<file path="src/rtl/vram_port_arbiter.sv">
// Single-port VRAM arbiter: scanout reads own every slot they ask for; queued
// writes and the clear sequencer share whatever slots are left.
module vram_port_arbiter #(
  parameter int                ADDR_W      = 11,
  parameter int                DATA_W      = 8,
  parameter int                WFIFO_DEPTH = 4,
  parameter logic [DATA_W-1:0] CLEAR_VAL   = '0,
  parameter int                STARVE_MAX  = 64
) (
  input  logic              clk,
  input  logic              rst,
  input  logic              rd_req,
  input  logic [ADDR_W-1:0] rd_addr,
  output logic              rd_valid,
  output logic [DATA_W-1:0] rd_data,
  input  logic              wr_valid,
  output logic              wr_ready,
  input  logic [ADDR_W-1:0] wr_addr,
  input  logic [DATA_W-1:0] wr_data,
  input  logic              clr_start,
  output logic              clr_busy,
  output logic              clr_done,
  output logic              wr_starved,
  output logic              ram_ce,
  output logic              ram_we,
  output logic [ADDR_W-1:0] ram_ad,
  output logic [DATA_W-1:0] ram_din,
  input  logic [DATA_W-1:0] ram_dout
);
  localparam int PTR_W = $clog2(WFIFO_DEPTH);
  localparam int CNT_W = PTR_W + 1;
  localparam int SC_W  = $clog2(STARVE_MAX + 1);

  localparam logic [1:0] ST_IDLE  = 2'd0;
  localparam logic [1:0] ST_DRAIN = 2'd1;
  localparam logic [1:0] ST_CLEAR = 2'd2;

  logic [1:0]        state_reg;
  logic [ADDR_W-1:0] clr_ptr_reg;
  logic [ADDR_W-1:0] fifo_addr [WFIFO_DEPTH];
  logic [DATA_W-1:0] fifo_data [WFIFO_DEPTH];
  logic [PTR_W-1:0]  head_reg;
  logic [PTR_W-1:0]  tail_reg;
  logic [CNT_W-1:0]  count_reg;
  logic [SC_W-1:0]   starve_cnt_reg;
  logic              starved_reg;
  logic              rd_pipe_reg;
  logic              rd_valid_reg;
  logic              clr_done_reg;
  logic              ram_ce_reg;
  logic              ram_we_reg;
  logic [ADDR_W-1:0] ram_ad_reg;
  logic [DATA_W-1:0] ram_din_reg;

  logic fifo_full, fifo_empty, push, pop, clr_slot, clr_last;

  assign fifo_full  = (count_reg == CNT_W'(WFIFO_DEPTH));
  assign fifo_empty = (count_reg == '0);
  assign wr_ready   = !fifo_full && (state_reg == ST_IDLE);
  assign push       = wr_valid && wr_ready;
  // Reads pre-empt everything; the FIFO drains in IDLE and DRAIN only.
  assign pop        = !rd_req && !fifo_empty &&
                      ((state_reg == ST_IDLE) || (state_reg == ST_DRAIN));
  assign clr_slot   = !rd_req && (state_reg == ST_CLEAR);
  assign clr_last   = clr_slot && (clr_ptr_reg == {ADDR_W{1'b1}});

  assign rd_valid   = rd_valid_reg;
  assign rd_data    = ram_dout;
  assign clr_busy   = (state_reg != ST_IDLE);
  assign clr_done   = clr_done_reg;
  assign wr_starved = starved_reg;
  assign ram_ce     = ram_ce_reg;
  assign ram_we     = ram_we_reg;
  assign ram_ad     = ram_ad_reg;
  assign ram_din    = ram_din_reg;

  always_ff @(posedge clk) begin
    if (push) begin
      fifo_addr[tail_reg] <= wr_addr;
      fifo_data[tail_reg] <= wr_data;
    end
  end

  always_ff @(posedge clk or negedge rst) begin
    if (!rst) begin
      head_reg  <= '0;
      tail_reg  <= '0;
      count_reg <= '0;
    end else begin
      if (push) tail_reg <= tail_reg + PTR_W'(1);
      if (pop)  head_reg <= head_reg + PTR_W'(1);
      case ({push, pop})
        2'b10:   count_reg <= count_reg + CNT_W'(1);
        2'b01:   count_reg <= count_reg - CNT_W'(1);
        default: count_reg <= count_reg;
      endcase
    end
  end

  // RAM command register; address and data hold through idle slots.
  always_ff @(posedge clk or negedge rst) begin
    if (!rst) begin
      ram_ce_reg   <= 1'b0;
      ram_we_reg   <= 1'b0;
      ram_ad_reg   <= '0;
      ram_din_reg  <= '0;
      rd_pipe_reg  <= 1'b0;
      rd_valid_reg <= 1'b0;
    end else begin
      ram_ce_reg   <= rd_req || pop || clr_slot;
      ram_we_reg   <= pop || clr_slot;
      rd_pipe_reg  <= rd_req;
      rd_valid_reg <= rd_pipe_reg;
      if (rd_req) begin
        ram_ad_reg <= rd_addr;
      end else if (pop) begin
        ram_ad_reg  <= fifo_addr[head_reg];
        ram_din_reg <= fifo_data[head_reg];
      end else if (clr_slot) begin
        ram_ad_reg  <= clr_ptr_reg;
        ram_din_reg <= CLEAR_VAL;
      end
    end
  end

  always_ff @(posedge clk or negedge rst) begin
    if (!rst) begin
      state_reg    <= ST_IDLE;
      clr_ptr_reg  <= '0;
      clr_done_reg <= 1'b0;
    end else begin
      clr_done_reg <= clr_last;
      case (state_reg)
        ST_IDLE:  if (clr_start) state_reg <= ST_DRAIN;
        ST_DRAIN: if (fifo_empty) begin
          state_reg   <= ST_CLEAR;
          clr_ptr_reg <= '0;
        end
        ST_CLEAR: if (clr_slot) begin
          clr_ptr_reg <= clr_ptr_reg + ADDR_W'(1);
          if (clr_last) state_reg <= ST_IDLE;
        end
        default:  state_reg <= ST_IDLE;
      endcase
    end
  end

  // Counter saturates at STARVE_MAX; the flag is set on the cycle it gets there.
  always_ff @(posedge clk or negedge rst) begin
    if (!rst) begin
      starve_cnt_reg <= '0;
      starved_reg    <= 1'b0;
    end else if (fifo_full) begin
      if (starve_cnt_reg != SC_W'(STARVE_MAX)) starve_cnt_reg <= starve_cnt_reg + SC_W'(1);
      if (starve_cnt_reg == SC_W'(STARVE_MAX - 1)) starved_reg <= 1'b1;
    end else begin
      starve_cnt_reg <= '0;
    end
  end

endmodule
</file>
<file path="config.mk">
export PLATFORM = sky130hd
export DESIGN_NAME = vram_port_arbiter
export DESIGN_NICKNAME = d
export VERILOG_FILES = /design/src/rtl/vram_port_arbiter.sv
export SDC_FILE = /design/constraint.sdc
export NUM_CORES = 1
export LEC_CHECK = 0
export CAP_MARGIN = 25
export CORE_AREA = 4 4 106 184
export CTS_CLUSTER_DIAMETER = 30
export DETAILED_ROUTE_END_ITERATION = 10
export DIE_AREA = 0 0 110 188
export PLACE_DENSITY = 0.58
export SLEW_MARGIN = 25
export SYNTH_ARGS = -nofsm -noshare
export SYNTH_HDL_FRONTEND = slang
export SYNTH_SLANG_ARGS = --single-unit
export TNS_END_PERCENT = 30
</file>
<file path="constraint.sdc">
create_clock -name clk -period 3 [get_ports clk]
set_input_delay 0.3 -clock clk [delete_from_list [all_inputs] [get_ports clk]]
set_output_delay 0.3 -clock clk [all_outputs]
set_load 0.1 [all_outputs]
</file>
== Word-level counts from Yosys, hierarchy flattened ==
Memories as Yosys holds them, arrays and structs flattened.
Cells that the tools add are included.

* Add/sub/neg operators: 6
* Equal/unequal tests: 13
* Multiplexer cells: 18
* Bitwise logic cells: 1
* Reductions and logical operators: 24

{| class="wikitable"
|+ Operators with widths
! cell !! count
|-
| 2-to-1 mux 11 bit || 5
|-
| one-hot mux 11 bit (2 select lines) || 1
|-
| 2-to-1 mux 8 bit || 2
|-
| 2-to-1 mux 7 bit || 2
|-
| adder 11 x 1 -> 11 bit (second input constant) || 1
|-
| equality test 11 bit (second input constant) || 1
|-
| 2-to-1 mux 2 bit || 4
|-
| inequality test 2 bit (second input constant) || 4
|-
| nonzero test 2 bit || 4
|-
| adder 7 x 1 -> 7 bit (second input constant) || 1
|-
| equality test 7 x 6 -> 1 bit (second input constant) || 1
|-
| inequality test 7 bit (second input constant) || 1
|-
| logical AND 1 bit || 6
|-
| one-hot mux 2 bit (3 select lines) || 1
|-
| one-hot mux 3 bit (2 select lines) || 1
|-
| adder 2 x 1 -> 2 bit (second input constant) || 2
|-
| equality test 2 x 1 -> 1 bit (second input constant) || 2
|-
| equality test 2 bit (second input constant) || 2
|-
| logical OR 1 bit || 4
|-
| AND reduction 2 bit || 2
|-
| AND reduction 4 bit || 1
|-
| adder 3 x 1 -> 3 bit (second input constant) || 1
|-
| equality test 3 bit (second input constant) || 1
|-
| zero test 1 bit || 3
|-
| other kinds (8) || 9
|}

* Flip-flop bits (word level): 52
* RAM bits: 76
* Bits of input ports: 43
* Output and inout port bits: 34
* Logic and storage cells: 78
* Memories kept: 2

{| class="wikitable"
|+ Memories
! name !! depth !! bits a word !! read ports !! clocked after memory_dff !! write ports !! RTL line !! text
|-
| fifo_addr || 4 || 11 || 1 || 0 || 1 || 40 || <nowiki>logic [ADDR_W-1:0] fifo_addr [WFIFO_DEPTH];</nowiki>
|-
| fifo_data || 4 || 8 || 1 || 0 || 1 || 41 || <nowiki>logic [DATA_W-1:0] fifo_data [WFIFO_DEPTH];</nowiki>
|}

== Longest topological paths before layout ==
* Depth after elaboration: 6
* Depth in mapped cells: 11
* Gate-level depth less buffers: 10

== Worst setup path after synthesis ==
Ideal clock, no wire load.

* Path kind: reg-to-output
* Start: reg state_reg[1]
* End: out wr_ready
* Data arrival time: 2684 ps
* Data required time: 2700 ps
* Setup slack: 16 ps
* Cell stages (with the launch flop): 5
* Path buffers: 1
* Cells stage by stage: dfrtp_1 buf_4 nor2_1 inv_1 a21oi_1

* Word-level cells in the longest chain between the ends: 2

{| class="wikitable"
|+ RTL lines
! item !! RTL line !! text
|-
| start, declared || 38 || <nowiki>logic [1:0] state_reg;</nowiki>
|-
| start signal, assigned || 128 || <nowiki>state_reg <= ST_IDLE;</nowiki>
|-
| start signal, assigned || 134 || <nowiki>ST_IDLE: if (clr_start) state_reg <= ST_DRAIN;</nowiki>
|-
| start signal, assigned || 136 || <nowiki>state_reg <= ST_CLEAR;</nowiki>
|-
| zero test 2 bit || 59 || <nowiki>assign wr_ready = !fifo_full && (state_reg == ST_IDLE);</nowiki>
|-
| logical AND 1 bit || 59 ||
|-
| end, declared || 17 || <nowiki>output logic wr_ready,</nowiki>
|}

Every way passes these cells.

== Worst setup path after layout ==
* Start: reg count_reg[0]
* End: reg count_reg[2]

* Word-level cells in the longest chain between the ends: 6
* Elaborated cells between the ends (all ways): 14
* Classes of those cells: add/sub (2); eq/ne (3); mux (1); reduce/logical (8)

{| class="wikitable"
|+ RTL lines
! item !! RTL line !! text
|-
| start, declared || 44 || <nowiki>logic [CNT_W-1:0] count_reg;</nowiki>
|-
| start signal, assigned || 93 || <nowiki>2'b10: count_reg <= count_reg + CNT_W'(1);</nowiki>
|-
| start signal, assigned || 94 || <nowiki>2'b01: count_reg <= count_reg - CNT_W'(1);</nowiki>
|-
| start signal, assigned || 95 || <nowiki>default: count_reg <= count_reg;</nowiki>
|-
| equality test 3 bit or zero test 3 bit (tied branches) || 57, 58 ||
|-
| zero test 1 bit (on tied branches) || 59, 62 ||
|-
| logical AND 1 bit (on tied branches) || 59, 62 ||
|-
| logical AND 1 bit (on tied branches) || 60, 62 ||
|-
| equality test 2 x 1 -> 1 bit or equality test 2 bit (tied branches) || 92 || <nowiki>case ({push, pop})</nowiki>
|-
| one-hot mux 3 bit (2 select lines) or nonzero test 2 bit (tied branches) || -- ||
|}

Several ways; a longest one is shown, not always the timed one.
A chain may end at the register's enable or synchronous reset.

==> impl_metrics.tcl <==
set metrics [dict create \
    status "finished clean" \
    arrival_ns 2.55 \
    die_h_microns 188 \
    cpPeakStageDelay_ns 0.43 \
    hold_path_class "register to register" \
    final_common_cell "edfxtp_1" \
    power_density_nw_per_um2 1090 \
    fmax_ghz 0.452 \
    synth_mux_area_share_pct 9.05 \
    synth-xor-area-share_pct 2.79 \
    wl_per_cell_microns 17.0 \
    yosysWarnings 0 \
    clk_latency_ns 0.41 \
    synth_area_sq_um 5340 \
    fin_setup_tns_ns 0 \
    rows 65 \
    grt_max_degree 35 \
    cp_slowest_cell "dfrtp_1" \
    dp.cells 634 \
    rsz0062_at_grt "false" \
    worstHoldStart "rd_pipe_reg" \
    setup_violations 0 \
    synth_cell_types 48 \
    r2r.worst_path.cells 10 \
    drtPass1Iterations 4 \
    largest_reg_flops 44 \
    design.core.area_sq_um 18000 \
    whs_endpoint "rd_valid" \
    placed_cell_area_sq_um 6090 \
    globalplace.congestion 0.789 \
    slew_headroom_pct 35.4 \
    max-vdd-ir-drop_uv 441 \
    top_regs "fifo_addr: 44 flops, fifo_data: 32 flops" \
    synthSimpleGateAreaFrac_pct 9.64 \
    worstSetupPathType "register to register" \
    post_cts_buffers 0 \
    cts_made_buffers 17 \
    grt_pass1_vias 3397 \
    worst_pin_slew_ns 0.966 \
    drv_slew 0 \
    crit_path_cell_trace "nor2_1, nand2_2, and3_1, inv_1, ha_1, inv_1, fa_1, xor2_1, nor2_1, xor2_1" \
    ff2ff_setup_slack_ns 0.79 \
    final_cell_mix "edfxtp_1 (76), dfrtp_1 (52), buf_4 (35), clkdlybuf4s50_1 (34), nand2_1 (27)" \
    timing.hold.ws_ns 0.353 \
    period_share_pct 73.8 \
    initial_core_util_pct 29.7 \
    drc_errors 0 \
    cp-end-kind "register" \
    drtIter0Drc 145 \
    syn_nets 405 \
    synth-adder-area-share_pct 2.25 \
    synth_enable_flop_cells 76 \
    r2r_end "count_reg[2]" \
    drv_cap 0 \
    h-tree-depth 4 \
    fin_util_pct 37.5 \
    largest_register "fifo_addr" \
    path_max_fanout 9 \
    cts.sinks 128 \
    final_cells 667 \
    hold_buffers 1 \
    die_w_microns 110 \
    io_buffers 60 \
    synth_area_per_cell_sq_um 15.1 \
    reg2reg_from "count_reg[0]" \
    vias 3030 \
    avgViaCountPerCell 4.54 \
    design_area_sq_um 6740 \
    totalWireLength_mm 11.3 \
    final_net_count 472 \
    fin_crit_ns 2.21 \
    grt_remaining_overflow 0 \
    synth_top_family_by_area "simple AND/OR/NAND/NOR gates" \
    async_flop_share_pct 40.6 \
    synth_compound_area_share_pct 5.53 \
    cp_data_required_time_ns 3.34 \
    tritoncts "built" \
    worstSetupStartpointType "register" \
    post_cts_resized 0 \
    ys_ff_latch 128 \
    diodes 0 \
    final_hold_viol_count 0 \
    dieArea_sq_um 20700 \
    ant_nets 0 \
    grt_pass1_wl_mm 18.5 \
    pin_count 77 \
    synth_cells 353 \
    grt_usage_pct 11.9 \
    synth-main-ff-cell "edfxtp_1" \
    drive_above_1_share_pct 22.4 \
    min_path_cells 0 \
    fin_worst_skew_ns 0.0118 \
    ctsLongestPathBuffers 2 \
    p_leak_nw 2.57 \
    clk_pin_slew_ns 0.06 \
    clock-root-buffer "clkbuf_16" \
    syn2layout_area_growth_pct 26.2 \
    yosysSeqAreaShare_pct 67.2 \
    hpwlAfterDp_mm 8.05 \
    grt_antenna_before_repair 0 \
]
==> cells in the mapped netlist, types with 2 or more instances <==
cell type / count / area share (%)
edfxtp_1: 76 / 43
dfrtp_1: 52 / 24
nand2_1: 27 / 1.9
nor2_1: 24 / 1.7
mux4_2: 18 / 7.6
inv_1: 12 / 0.84
xor2_1: 11 / 1.8
a21oi_1: 10 / 0.94
buf_4: 10 / 1.4
a22o_1: 9 / 1.5
o21ai_0: 9 / 0.84
ha_1: 8 / 1.9
nand3_1: 7 / 0.66
nor2b_1: 6 / 0.70
xnor2_1: 6 / 0.98
a31o_2: 5 / 0.82
and2_1: 5 / 0.59
buf_2: 5 / 0.47
clkbuf_1: 5 / 0.35
a221oi_1: 4 / 0.66
mux2i_1: 4 / 0.75
nand4_1: 4 / 0.47
or3_1: 4 / 0.47
nand2b_1: 3 / 0.35
nor3_1: 3 / 0.28
and3_1: 2 / 0.23
buf_6: 2 / 0.42
o21ai_1: 2 / 0.19
==> critical path: cells and delay by family, from the launching register on <==
family / cells / cell delay [ns]
xor gates and xnor gates: 2 / 0.30
adders and majority gates: 2 / 0.55
buffers and inverters: 2 / 0.14
DFF: 1 / 0.43
and+or+nand+nor: 4 / 0.71
==> metrics by stage <==
step	total power, mW	setup WS, ns
final	7.34	0.786
after global routing	7.71	0.602
after CTS	7.43	0.775
after detailed placement	5.23	0.785
after global placement	5.19	0.834
after floorplan	4.61	0.0160
==> worst max-delay path by stage <==
stage	to	slack, ns	start	cells past startpoint
global route	count_reg[2]	0.60	count_reg[0]	10
CTS	count_reg[2]	0.77	count_reg[0]	10
detailed placement	count_reg[2]	0.78	count_reg[0]	10
floorplan	wr_ready	0.02	state_reg[1]	4
finish	count_reg[2]	0.79	count_reg[0]	10
global placement	count_reg[2]	0.83	count_reg[0]	10
==> metal layers <==
| layer | vias to the layer above | global-route usage (%) | wire length [microns] |
|---|---|---|---|
| met5 | - | 0 | 0 |
| met4 | 0 | 5.90 | 325 |
| met3 | 22 | 2.76 | 416 |
| met2 | 54 | 21.4 | 6360 |
| met1 | 1527 | 12.7 | 4210 |
| li1 | 1427 | - | - |
==> report_power, final <==
group	switching [mW]	leakage, nW	total, mW	internal [mW]
Combinational	1.80	0.925	2.64	0.841
Clock	0.778	0.302	2.18	1.40
Sequential	0.289	1.34	2.52	2.23
Total	2.87	2.57	7.34	4.47
==> logic make-up (layout without fill, tap and decap cells) <==
group | Yosys count | in the layout
AO/OA/AOI/OAI | 43 | 43
XOR/XNOR | 17 | 17
adder cells (fa/ha/maj) | 9 | 9
buffers and inverters | 35 | 115
flip-flops | 128 | 128
multiplexers | 24 | 24
AND/OR/NAND/NOR | 97 | 97
==> cell type report <==
class | count | area, sq um
multi-input combinational | 190 | 1560
clock inverter | 14 | 205
fill | 1674 | 11200
sequential | 128 | 3580
tap | 234 | 293
timing repair buffer | 71 | 618
inverter | 12 | 45.0
clock buffer | 18 | 429
Note: power is estimated with default switching activity, not from simulation.
